===== config.mk =====
export PLATFORM = sky130hd
export DESIGN_NAME = cycle_sequencer_flat
export DESIGN_NICKNAME = d
export VERILOG_FILES = /design/src/rtl/cycle_sequencer_if.sv /design/src/rtl/cycle_sequencer.sv /design/src/flat_wrapper.sv
export SDC_FILE = /design/constraint.sdc
export NUM_CORES = 1
export LEC_CHECK = 0
export CAP_MARGIN = 0
export CORE_UTILIZATION = 38
export CTS_CLUSTER_DIAMETER = 200
export CTS_CLUSTER_SIZE = 28
export DETAILED_ROUTE_END_ITERATION = 7
export HOLD_SLACK_MARGIN = 0.1
export PLACE_DENSITY = 0.78
export SETUP_SLACK_MARGIN = 0.4
export SLEW_MARGIN = 20
export SYNTH_ARGS = -nofsm -noshare
export SYNTH_HDL_FRONTEND = slang
export SYNTH_SLANG_ARGS = --single-unit

===== constraint.sdc =====
create_clock -name PHI0 -period 1.43 [get_ports PHI0]
set_input_delay 0.2145 -clock PHI0 [delete_from_list [all_inputs] [get_ports PHI0]]
set_output_delay 0.2145 -clock PHI0 [all_outputs]
set_load 0.1 [all_outputs]

===== src/rtl/cycle_sequencer_if.sv =====
// rtl/cycle_sequencer_if.sv - decoder requests and T-state strobes of the 6502 cycle sequencer
interface cycle_sequencer_if;
  logic       n_ready;
  logic [2:0] len;
  logic       end_early;
  logic       int_req;
  logic       T0;
  logic       T1;
  logic       SYNC;
  logic       n_T2;
  logic       n_T3;
  logic       n_T4;
  logic       n_T5;
  logic       T6;
  logic       T7;
  logic [2:0] cyc;
  logic       int_ack;
  logic       rst_seq;

  modport master (
    output n_ready, len, end_early, int_req,
    input  T0, T1, SYNC, n_T2, n_T3, n_T4, n_T5, T6, T7, cyc, int_ack, rst_seq
  );

  modport slave (
    input  n_ready, len, end_early, int_req,
    output T0, T1, SYNC, n_T2, n_T3, n_T4, n_T5, T6, T7, cyc, int_ack, rst_seq
  );
endinterface


===== src/rtl/cycle_sequencer.sv =====
// rtl/cycle_sequencer.sv - 6502 instruction cycle scheduler (T0..T7, SYNC)
// CYCSEQ_RESET_SEQ_EN defined: a RESET_LEN-cycle reset sequence runs before the first fetch.
module cycle_sequencer #(
  parameter int unsigned RESET_LEN = 7
) (
  input  logic PHI0,
  input  logic RES,
  cycle_sequencer_if.slave bus
);

  typedef enum logic [1:0] {
    KIND_NORMAL = 2'd0,
    KIND_INT    = 2'd1,
    KIND_RESET  = 2'd2
  } kind_e;

  localparam logic [2:0] RESET_LEN_C = 3'(RESET_LEN);
`ifdef CYCSEQ_RESET_SEQ_EN
  localparam kind_e KIND_AFTER_RESET = KIND_RESET;
`else
  localparam kind_e KIND_AFTER_RESET = KIND_NORMAL;
`endif

  logic [2:0] cyc_q, cyc_d;
  logic [2:0] cur_len_q, cur_len_d;
  kind_e      kind_q, kind_d;
  logic [2:0] len_clamped;
  logic       last;

  assign len_clamped = (bus.len < 3'd2) ? 3'd2 : bus.len;

  // cycle 1 never matches cur_len (always >= 2), so a stale cur_len is harmless there
  assign last = (cyc_q == cur_len_q) ||
                (bus.end_early && (cyc_q != 3'd1) && (kind_q == KIND_NORMAL));

  always_ff @(posedge PHI0 or posedge RES) begin
    if (RES) begin
      cyc_q     <= 3'd1;
      cur_len_q <= RESET_LEN_C;
      kind_q    <= KIND_AFTER_RESET;
    end else begin
      cyc_q     <= cyc_d;
      cur_len_q <= cur_len_d;
      kind_q    <= kind_d;
    end
  end

  always_comb begin
    cyc_d     = cyc_q;
    cur_len_d = cur_len_q;
    kind_d    = kind_q;
    if (!bus.n_ready) begin
      if (last) begin
        cyc_d  = 3'd1;
        kind_d = bus.int_req ? KIND_INT : KIND_NORMAL;
      end else if (cyc_q == 3'd1) begin
        cyc_d = 3'd2;
        case (kind_q)
          KIND_INT:   cur_len_d = 3'd7;
          KIND_RESET: cur_len_d = RESET_LEN_C;
          default:    cur_len_d = len_clamped;
        endcase
      end else begin
        cyc_d = cyc_q + 3'd1;
      end
    end
  end

  assign bus.T0      = last;
  assign bus.T1      = (cyc_q == 3'd1);
  assign bus.n_T2    = (cyc_q != 3'd2);
  assign bus.n_T3    = (cyc_q != 3'd3);
  assign bus.n_T4    = (cyc_q != 3'd4);
  assign bus.n_T5    = (cyc_q != 3'd5);
  assign bus.T6      = (cyc_q == 3'd6);
  assign bus.T7      = (cyc_q == 3'd7);
  assign bus.cyc     = cyc_q;
  assign bus.SYNC    = (cyc_q == 3'd1) && (kind_q == KIND_NORMAL);
  assign bus.int_ack = (cyc_q == 3'd1) && (kind_q == KIND_INT);
`ifdef CYCSEQ_RESET_SEQ_EN
  assign bus.rst_seq = (kind_q == KIND_RESET);
`else
  assign bus.rst_seq = 1'b0;
`endif

endmodule


===== src/flat_wrapper.sv =====
// flat-port wrapper written by rule: the top's interface ports become plain ports
module cycle_sequencer_flat 
#(
  parameter int unsigned RESET_LEN = 7
)
  (PHI0, RES, bus_n_ready, bus_len, bus_end_early, bus_int_req, bus_T0, bus_T1, bus_SYNC, bus_n_T2, bus_n_T3, bus_n_T4, bus_n_T5, bus_T6, bus_T7, bus_cyc, bus_int_ack, bus_rst_seq);
  cycle_sequencer_if bus_i ();
  input  logic PHI0;
  input  logic RES;
  input wire logic [$bits(bus_i.n_ready)-1:0] bus_n_ready;
  input wire logic [$bits(bus_i.len)-1:0] bus_len;
  input wire logic [$bits(bus_i.end_early)-1:0] bus_end_early;
  input wire logic [$bits(bus_i.int_req)-1:0] bus_int_req;
  output wire logic [$bits(bus_i.T0)-1:0] bus_T0;
  output wire logic [$bits(bus_i.T1)-1:0] bus_T1;
  output wire logic [$bits(bus_i.SYNC)-1:0] bus_SYNC;
  output wire logic [$bits(bus_i.n_T2)-1:0] bus_n_T2;
  output wire logic [$bits(bus_i.n_T3)-1:0] bus_n_T3;
  output wire logic [$bits(bus_i.n_T4)-1:0] bus_n_T4;
  output wire logic [$bits(bus_i.n_T5)-1:0] bus_n_T5;
  output wire logic [$bits(bus_i.T6)-1:0] bus_T6;
  output wire logic [$bits(bus_i.T7)-1:0] bus_T7;
  output wire logic [$bits(bus_i.cyc)-1:0] bus_cyc;
  output wire logic [$bits(bus_i.int_ack)-1:0] bus_int_ack;
  output wire logic [$bits(bus_i.rst_seq)-1:0] bus_rst_seq;
  assign bus_i.n_ready = bus_n_ready;
  assign bus_i.len = bus_len;
  assign bus_i.end_early = bus_end_early;
  assign bus_i.int_req = bus_int_req;
  assign bus_T0 = bus_i.T0;
  assign bus_T1 = bus_i.T1;
  assign bus_SYNC = bus_i.SYNC;
  assign bus_n_T2 = bus_i.n_T2;
  assign bus_n_T3 = bus_i.n_T3;
  assign bus_n_T4 = bus_i.n_T4;
  assign bus_n_T5 = bus_i.n_T5;
  assign bus_T6 = bus_i.T6;
  assign bus_T7 = bus_i.T7;
  assign bus_cyc = bus_i.cyc;
  assign bus_int_ack = bus_i.int_ack;
  assign bus_rst_seq = bus_i.rst_seq;
  cycle_sequencer #(.RESET_LEN(RESET_LEN)) u_core (.PHI0(PHI0), .RES(RES), .bus(bus_i));
endmodule

==> parameters.txt <==
Parameter                              Value

Worst setup path
  Crit Reg-Reg Startpoint    u_core.bus.cyc[0]$_DFFE_PP1N_
  Capturing element type of the critical path    primary output
  Reg2Reg Capture Point    u_core.cur_len_q[0]$_DFFE_PP1P_
  Number of cells on the worst reg-to-reg path    5
  Worst Setup Path Type    reg2out
  Reg-to-reg setup timing slack    -290 ps
  Worst path arrival time    between 1500 and 2000 ps
  Top fanout value on the critical path    6
  Data required time of the critical path    1220 ps
  Startpoint type of the worst setup path    register

Drt
  Vias after detailed routing    just over 700
  Met3 wirelength from detailed routing    176 microns
  First-pass iteration count of the detailed router    4
  Uppermost signal routing layer after detailed routing    met4
  Detail Route Antenna Nets    0
  Detailed-route wire length on metal 1    810 microns
  Post-detailed-route DRC marker count    0
  Average detailed-routed wire length per instance    ~19 microns
  Via-per-instance ratio    5.83
  DRC marker count from the first detailed-route iteration    23
  Met2 wire len    1230 microns
  Total wire length after detailed routing    2330 microns

STA
  Number of slew-limit violations in the final report    0
  Post-route minimum period    between 1500 and 2000 ps
  Final worst-path setup slack    -424 ps
  RSZ-0062 raised after global routing    yes
  Ratio of final minimum period to clock period    1.30
  Setup violators final    18
  Worst Hold Slack    220 ps
  Hold Vio Cnt, Final    0
  Post-Route Skew    6.82 ps
  Fmax    539 MHz

Die
  Number of cell rows    13
  Area enclosed by the die boundary    1690 sq um
  DIE WIDTH    41.1 microns
  Effective utilization at floorplan    0.426
  Floorplan die height    slightly above 40 microns
  Std-Cell Core Area    roughly 1400 sq um
  Number of I/O pins    22

Synth
  Synth Warn #    0
  Share of flip-flops with an asynchronous set or reset after synthesis    1.00
  Count of mapped cells out of synthesis    61
  Most frequently used cell type in the post-synthesis netlist    inv_1
  Synthesized Nets    75
  Biggest area consumer among synthesized cells    dfstp_2
  EDFF count, synth    0
  Proportion of netlist area held by the largest area contributor    0.181
  Mean area per synthesized cell    9.54 sq um
  Most used flip-flop cell after synthesis    dfstp_2
  Most frequent cells after synthesis    9 x inv_1, 6 x ha_1, 4 x dfstp_2, 4 x nand2_1
  Area contributors post-synth    dfstp_2 18%, dfrtp_1 13%, ha_1 13%, inv_1 5.8%, o311ai_0 3.0%
  Part of the Yosys area used for sequential elements    0.310
  Number of different library cells in the post-synthesis netlist    31
  Number of storage elements in the synthesis netlist    7
  Synth Cell Area    582 sq um

Outcome
  Violations in the final reports    setup timing
  Run status    complete, but fails checks

Global routing
  Tot GR Track Use    0.327
  Overflow left after global routing    0
  Global-route wire length before repair    3330 microns
  Number of antenna violations at the first check in global routing    0
  Maximum number of pins on one net before global-route repair    8
  Vias in the first global route    698

CTS
  Buffers from clock root to sink, at most    2
  TritonCTS Sinks    7
  Clock-pin slew on the worst setup and hold paths    60 ps
  Insertion delay of the later-clocked pin in the worst-skew pair    260 ps
  Clock tree from TritonCTS    yes
  Clock tree root buffer cell    clkbuf_4
  Clock buffer count from CTS    3
  Maximum level of the CTS H-tree    1

Layout
  Layout cell share with drive strength beyond 1    0.654
  Number of filler cells placed in the layout    38
  Final instance count without filler cells    122
  Area Overhead vs Synth    122%
  Final core utilization    0.945
  Post-layout net count    122
  Antenna fix cells    0

Placement
  Total of buffers placed on input and output ports    20
  Half-perimeter wire length of the detailed placement result    ~1500 microns
  Cell total after placement    between 100 and 150
  Routability cong.    0.846

Job
  Max-Cap Viols    0

Min path
  Classification of the worst-slack hold path    in2async
[placed cells by master, fill, tap and decap left out, drive strengths merged, types with 2 or more instances in the layout]
| master | synthesis | routed |
|---|---|---|
| and2 | 2 | 2 |
| xor2 | 3 | 3 |
| clkbuf | 0 | 4 |
| nor2b | 2 | 2 |
| dfrtp | 3 | 3 |
| buf | 2 | 37 |
| clkdlybuf4s50 | 0 | 7 |
| nor2 | 3 | 3 |
| ha | 6 | 6 |
| o21a | 2 | 2 |
| o311ai | 2 | 2 |
| inv | 9 | 9 |
| o31a | 2 | 2 |
| nand2 | 4 | 4 |
| dfstp | 4 | 4 |
| o21ai | 2 | 2 |
[metal layers]
layer,track usage,up-vias
li1,-,301
met1,0.333,332
met2,0.602,61
met3,0.0761,17
met4,0.177,0
met5,0,-
[cell families (layout without fill, tap and decap cells)]
kind of cell    count (synthesis)  after routing  synth area share
fa+ha+maj                       6              6             0.129
mux                             1              1            0.0172
xor+xnor                        3              3            0.0581
compound gates                 16             16             0.226
buf+inv                        11             57            0.0903
simple gates                   16             16             0.163
flops                           7              7             0.310
other cells                     1              1           0.00645
[worst max path at each step]
stage                                        startpoint  cells after the start  slack (ps)                               to
after detailed placement  u_core.bus.cyc[0]$_DFFE_PP1N_                      3        -230  u_core.cur_len_q[0]$_DFFE_PP1P_
after global routing      u_core.bus.cyc[0]$_DFFE_PP1N_                      3        -460                           bus_T0
after floorplan           u_core.bus.cyc[0]$_DFFE_PP1N_                      3        -840    u_core.bus.cyc[1]$_DFFE_PP0N_
final                     u_core.bus.cyc[0]$_DFFE_PP1N_                      4        -420                         bus_SYNC
after CTS                 u_core.bus.cyc[0]$_DFFE_PP1N_                      4        -380                         bus_SYNC
after global placement    u_core.bus.cyc[0]$_DFFE_PP1N_                      3        -150     u_core.kind_q[0]$_DFFE_PP0P_
[sequential cells by signal, summed over array words and instances (netlist names)]
| name | cells |
|---|---|
| u_core.bus.cyc | 3 |
| u_core.cur_len_q | 3 |
| u_core.kind_q | 1 |
[timing repair]
| item | 4_1_cts | 5_1_grt |
|---|---|---|
| hold buffers | 0 | 0 |
| pin swaps | 6 | 1 |
| setup buffers | 2 | 1 |
| cloned | 0 | 0 |
| resized for setup | 21 | 6 |
| setup endpoints to repair | 20 | 20 |
[critical path: stages (launching register included)]
cell and delay (ps):
dfstp_4 680, ha_4 160, and2b_4 200, nor2b_4 170, buf_12 180
[through the flow]
step / setup TNS, ps / area [sq um] / setup WS, ps
floorplan: -7610 / 651 / -840
global placement: -1290 / 1140 / -153
detailed placement: -1990 / 1140 / -234
CTS: -4330 / 1270 / -379
global route: -5850 / 1290 / -459
finish: -5160 / 1290 / -424
[layout make-up]
cell class | instances | area [sq um] | area share
inverter | 9 | 33.8 | 0.0262
tap | 15 | 18.8 | 0.0145
timing repair buffer | 44 | 544 | 0.422
sequential | 7 | 191 | 0.148
clock buffer | 4 | 26.3 | 0.0203
multi-input combinational | 43 | 477 | 0.369
Power is not shown: default switching activity piles up to over one toggle a cycle in this logic, so the estimate is an artifact.
